==> src/rtl/snitch_icache_refill_arbiter.sv <==
// snitch_icache_refill_arbiter: round-robin merge of per-handler icache refills onto one port.
// Revision 1.0
`default_nettype none

module snitch_icache_refill_arbiter #(
  parameter int unsigned NR_PORTS        = 2,
  parameter int unsigned FETCH_AW        = 32,
  parameter int unsigned LINE_WIDTH      = 128,
  parameter int unsigned IN_ID_WIDTH     = 2,
  parameter int unsigned MAX_OUTSTANDING = 4,
  localparam int unsigned PORT_IW        = (NR_PORTS > 1) ? $clog2(NR_PORTS) : 1,
  localparam int unsigned OUT_ID_WIDTH   = PORT_IW + IN_ID_WIDTH
) (
  input  logic                    clk_i,
  input  logic                    rst_ni,

  input  logic [FETCH_AW-1:0]     in_req_addr_i  [NR_PORTS],
  input  logic [IN_ID_WIDTH-1:0]  in_req_id_i    [NR_PORTS],
  input  logic [NR_PORTS-1:0]     in_req_valid_i,
  output logic [NR_PORTS-1:0]     in_req_ready_o,

  output logic [LINE_WIDTH-1:0]   in_rsp_data_o  [NR_PORTS],
  output logic [NR_PORTS-1:0]     in_rsp_error_o,
  output logic [IN_ID_WIDTH-1:0]  in_rsp_id_o    [NR_PORTS],
  output logic [NR_PORTS-1:0]     in_rsp_valid_o,
  input  logic [NR_PORTS-1:0]     in_rsp_ready_i,

  output logic [FETCH_AW-1:0]     out_req_addr_o,
  output logic [OUT_ID_WIDTH-1:0] out_req_id_o,
  output logic                    out_req_valid_o,
  input  logic                    out_req_ready_i,

  input  logic [LINE_WIDTH-1:0]   out_rsp_data_i,
  input  logic                    out_rsp_error_i,
  input  logic [OUT_ID_WIDTH-1:0] out_rsp_id_i,
  input  logic                    out_rsp_valid_i,
  output logic                    out_rsp_ready_o
);

  localparam int unsigned CNT_W = $clog2(MAX_OUTSTANDING + 1);

  logic [PORT_IW-1:0]  rr_q;
  logic [PORT_IW-1:0]  lock_idx_q;
  logic                lock_q;
  logic [PORT_IW-1:0]  arb_idx;
  logic                arb_found;
  logic [PORT_IW-1:0]  grant;
  logic                req_hs;
  logic [NR_PORTS-1:0] eligible;
  logic [NR_PORTS-1:0] rsp_hs;
  logic [PORT_IW-1:0]  rsp_port;
  logic [CNT_W-1:0]    cnt_q [NR_PORTS];

  function automatic logic [PORT_IW-1:0] port_add(input logic [PORT_IW-1:0] base,
                                                  input int unsigned off);
    int unsigned sum;
    sum = int'(base) + off;
    if (sum >= NR_PORTS) sum = sum - NR_PORTS;
    return sum[PORT_IW-1:0];
  endfunction

  for (genvar p = 0; p < NR_PORTS; p++) begin : g_elig
    assign eligible[p] = in_req_valid_i[p] && (cnt_q[p] < CNT_W'(MAX_OUTSTANDING));
  end

  always_comb begin
    arb_found = 1'b0;
    arb_idx   = '0;
    for (int unsigned i = 0; i < NR_PORTS; i++) begin
      if (!arb_found && eligible[port_add(rr_q, i)]) begin
        arb_found = 1'b1;
        arb_idx   = port_add(rr_q, i);
      end
    end
  end

  // A stalled grant stays pinned so address and ID cannot change while valid.
  assign grant           = lock_q ? lock_idx_q : arb_idx;
  assign out_req_valid_o = lock_q ? eligible[lock_idx_q] : arb_found;
  assign out_req_addr_o  = in_req_addr_i[grant];
  assign out_req_id_o    = {grant, in_req_id_i[grant]};
  assign req_hs          = out_req_valid_o && out_req_ready_i;

  for (genvar p = 0; p < NR_PORTS; p++) begin : g_req_rdy
    assign in_req_ready_o[p] = req_hs && (grant == PORT_IW'(p));
  end

  always_ff @(posedge clk_i or negedge rst_ni) begin
    if (!rst_ni) begin
      rr_q       <= '0;
      lock_q     <= 1'b0;
      lock_idx_q <= '0;
    end else if (req_hs) begin
      rr_q       <= port_add(grant, 1);
      lock_q     <= 1'b0;
    end else begin
      lock_q     <= out_req_valid_o;
      lock_idx_q <= grant;
    end
  end

  assign rsp_port = out_rsp_id_i[OUT_ID_WIDTH-1 -: PORT_IW];

  for (genvar p = 0; p < NR_PORTS; p++) begin : g_rsp
    assign in_rsp_data_o[p]  = out_rsp_data_i;
    assign in_rsp_error_o[p] = out_rsp_error_i;
    assign in_rsp_id_o[p]    = out_rsp_id_i[IN_ID_WIDTH-1:0];
    assign in_rsp_valid_o[p] = out_rsp_valid_i && (rsp_port == PORT_IW'(p));
    assign rsp_hs[p]         = in_rsp_valid_o[p] && in_rsp_ready_i[p];
  end

  // Responses addressed to a nonexistent port are sunk.
  always_comb begin
    out_rsp_ready_o = 1'b1;
    for (int unsigned p = 0; p < NR_PORTS; p++) begin
      if (rsp_port == PORT_IW'(p)) out_rsp_ready_o = in_rsp_ready_i[p];
    end
  end

  for (genvar p = 0; p < NR_PORTS; p++) begin : g_cnt
    logic inc;
    logic dec;
    assign inc = req_hs && (grant == PORT_IW'(p));
    assign dec = rsp_hs[p];

    always_ff @(posedge clk_i or negedge rst_ni) begin
      if (!rst_ni) begin
        cnt_q[p] <= '0;
      end else if (inc && !dec) begin
        cnt_q[p] <= cnt_q[p] + CNT_W'(1);
      end else if (dec && !inc && (cnt_q[p] != '0)) begin
        cnt_q[p] <= cnt_q[p] - CNT_W'(1);
      end
    end
  end

endmodule

`default_nettype wire
==> config.mk <==
export PLATFORM = sky130hd
export DESIGN_NAME = snitch_icache_refill_arbiter
export DESIGN_NICKNAME = d
export VERILOG_FILES = /design/src/rtl/snitch_icache_refill_arbiter.sv
export SDC_FILE = /design/constraint.sdc
export NUM_CORES = 1
export LEC_CHECK = 0
export BUFFER_PORTS_ARGS = -buffer_cell sky130_fd_sc_hd__buf_4
export CORE_AREA = 2 2 200 202
export DETAILED_ROUTE_END_ITERATION = 10
export DIE_AREA = 0 0 202 204
export HOLD_SLACK_MARGIN = 0.06
export SETUP_SLACK_MARGIN = 0.5
export SYNTH_ARGS = -nofsm -noshare
export SYNTH_HDL_FRONTEND = slang
export SYNTH_SLANG_ARGS = --single-unit
==> constraint.sdc <==
create_clock -name clk_i -period 3.6 [get_ports clk_i]
set_input_delay 0.36 -clock clk_i [delete_from_list [all_inputs] [get_ports clk_i]]
set_output_delay 0.36 -clock clk_i [all_outputs]
set_load 0.02 [all_outputs]
==> impl_metrics.toml <==
[status]
status = "complete, no violations"

[synth]
synthTopCellsByArea = "buf_4 65%, mux2_1 12%, dfrtp_1 7.3%"
synthAdderAreaFrac_pct = 1.30
synth-simple-area-share_pct = 6.60
synthCells = 374
synth_ff_type = "dfrtp_1"
synth_edf_count = 0
async_reset_ff_share_pct = 100
syn_nets = 584
synth.mux.area_fraction_pct = 14.1
synth_compound_area_share_pct = 3.89
synth_most_common_cell = "buf_4"
synth.largest_area_cell = "buf_4"
synthTopCellsByCount = "268 x buf_4, 34 x mux2_1, 10 x nor2_1"
yosysWarnings = 0
synth_xor_area_share_pct = 0.567
synth_top_family_by_area = "buffers and inverters"
netlist.area_leader.share_pct = 65.2
ys_ff_latch = 9
syn-mean-instance-area_um2 = 8.26
syn_area_mm2 = 0.00309
synth_cell_type_count = 37
yosysSeqAreaShare_pct = 7.29

[worst_hold_path]
min_path_cells = 2
hold_path_startpoint = "out_req_ready_i"
hold_end = "rr_q$_DFFE_PN0N_"
hold_class = "input pin to flop"

[worst_setup_path]
crit_path_cell_trace = "nor2b_1 > o21ai_1 > o21ai_4 > buf_4 > mux2_1 > buf_4"
max_stage_delay_ns = 0.42
crit_family = "buffers and inverters"
critPathBufInv = 2
cp_common_cell = "buf_4"
r2r_setup_slack_ns = 1.01
path_class = "flop to output pin"
path_max_fanout = 35
required_ns = 3.24
worstSetupEndpointType = "output pin"
cp.arrival_ns = 2.31
r2r_start = "lock_q$_DFF_PN0_"
r2r_cells = 8
rr_endpoint = "cnt_q[5]$_DFFE_PN0P_"
critPathSlowestCell = "dfrtp_1"
crit_path_start_kind = "flop"

[detailed_routing]
drcViolationCount = 0
vias = 1651
drtIter0Drc = 21
first_pass_iters = 2
ant_nets = 0
avgViaCountPerCell = 2.20
wl_um = 8460
post_drt_wl_per_cell_um = 11.2

[sta]
layout_setup_ws_ns = 0.934
whs_ns = 0.392
timing_hold_violations_final = 0
fmax_mhz = 375
fin_crit_ns = 2.67
finalMaxSlewViolations = 0
grt_setup_unrepaired = "no"
setup_viol = 0
fin_tns_setup_ns = 0
relSlewSlack_pct = 71.3
fin_skew_ns = 0.00121
period_share_pct = 74.1
tightestPinTransition_ns = 0.430

[placement]
place_hpwl_um = 7130
place_area_mm2 = 0.00260
port_buffers = 117
place_ws_ns = 1.03
placedCellCount = 747
gp_congestion = 0.744

[cells_and_area]
antenna_cells = 0
nets = 438
stdcell_count = 752
fillers = 4565
final_layout_size_suffix_gt1_share_pct = 56.4
area_growth_pct = -13.0
stdcell_area_mm2 = 0.00269

[global_route]
grt_pass1_vias = 1742
grt_usage_pct = 3.65
grt_max_degree = 36
grt_pass1_wl_um = 11000
grt.overflow.total = 0
antenna_found_initial = 0

[clock_tree]
h-tree-depth = 1
clockBufferDepth = 2
cts_made_buffers = 3
path_clk_slew_ns = 0.04
clock_latency_ns = 0.23
cts_root_buf = "clkbuf_16"
cts-resized-gates = 0
cts_tree = "built"
cts.sinks = 9

[floorplan]
core_mm2 = 0.0392
initial_utilization_pct = 7.88
fp-row-count = 73
fp.dieArea_mm2 = 0.0412
fp.dieW_um = 202
ios = 511
die_y_um = 204

[power_and_ir_drop]
cellPowerDensity_mw_per_mm2 = 457
p_sw_mw = 0.529
seqPwrFrac_pct = 17.9
ir_drop_v = 0.000256
intPower_mw = 0.698
switching_share_pct = 43.1
clkPwrFrac_pct = 16.1
p_comb_share_pct = 66.0
power.leakage_nw = 1.01

[run]
maxCapViolCount = 0
-- registers in the layout, indices dropped and copies added (netlist names) --
register,flops
lock_q,1
cnt_q,6
lock_idx_q,1
rr_q,1
-- through the flow --
| step | total power [mW] | util, % |
|---|---|---|
| finish | 1.23 | 6.85 |
| global route | 1.32 | 6.85 |
| CTS | 1.24 | 6.85 |
| detailed placement | 1.04 | 6.63 |
| global placement | 1.02 | 6.63 |
| floorplan | 1.17 | - |
-- cell usage in the layout (no fill, tap or decap), drive strengths merged, types with 3 or more instances in the layout --
master,n
and2,3
mux2i,3
nand2,3
buf,118
o21ai,6
nor2b,3
nor2,10
inv,3
dfrtp,9
a21oi,3
mux2,36
clkbuf,4
-- how the worst max path moves through the flow --
stage / startpoint / slack [ns] / to / depth (start not counted)
2_1_floorplan: cnt_q[5]$_DFFE_PN0P_ / 1.22 / cnt_q[5]$_DFFE_PN0P_ / 8
3_3_place_gp: cnt_q[5]$_DFFE_PN0P_ / 1.11 / cnt_q[5]$_DFFE_PN0P_ / 8
3_5_place_dp: lock_q$_DFF_PN0_ / 1.03 / cnt_q[5]$_DFFE_PN0P_ / 8
4_1_cts: cnt_q[2]$_DFFE_PN0P_ / 0.89 / out_req_addr_o[5] / 6
5_1_grt: cnt_q[2]$_DFFE_PN0P_ / 0.71 / out_req_addr_o[24] / 6
6_report: cnt_q[2]$_DFFE_PN0P_ / 0.93 / out_req_addr_o[5] / 6
-- per-layer routing --
metal / wire (um) / vias to the layer above / GRT usage, % / share of wire [%]
met1: 1450 / 645 / 1.65 / 17
met2: 3830 / 293 / 5.79 / 45
li1: - / 642 / - / -
met5: 0 / - / 0 / 0
met3: 2500 / 71 / 4.83 / 30
met4: 680 / 0 / 3.39 / 8.0
-- power by group through the flow --
stage | clock (mW) | combinational (mW) | sequential [mW]
after floorplan | 0 | 0.967 | 0.200
after global placement | 0 | 0.801 | 0.218
after detailed placement | 0 | 0.818 | 0.221
after CTS | 0.202 | 0.823 | 0.219
after global routing | 0.212 | 0.882 | 0.229
final | 0.198 | 0.809 | 0.219
-- logic make-up (layout without fill, tap and decap cells) --
| group | count (synthesis) | count (layout) |
|---|---|---|
| flip-flops | 9 | 9 |
| AO/OA/AOI/OAI | 17 | 17 |
| AND/OR/NAND/NOR | 32 | 32 |
| XOR/XNOR | 2 | 2 |
| adder cells (fa/ha/maj) | 2 | 2 |
| multiplexers | 39 | 39 |
| buffers and inverters | 273 | 126 |
-- cell type report --
cell class | instances | area (um^2) | share of cell area (%)
repair buffers | 119 | 896 | 33.4
multi-input cells | 92 | 817 | 30.4
well taps | 525 | 657 | 24.5
flip-flops and latches | 9 | 225 | 8.39
clock buffers | 4 | 78.8 | 2.94
inverters | 3 | 11.3 | 0.419
-- timing repair --
item,CTS,global route
setup buffers,0,0
hold buffers,1,0
endpoints found under the hold margin,9,0
Power figures use the tool's default switching activity.
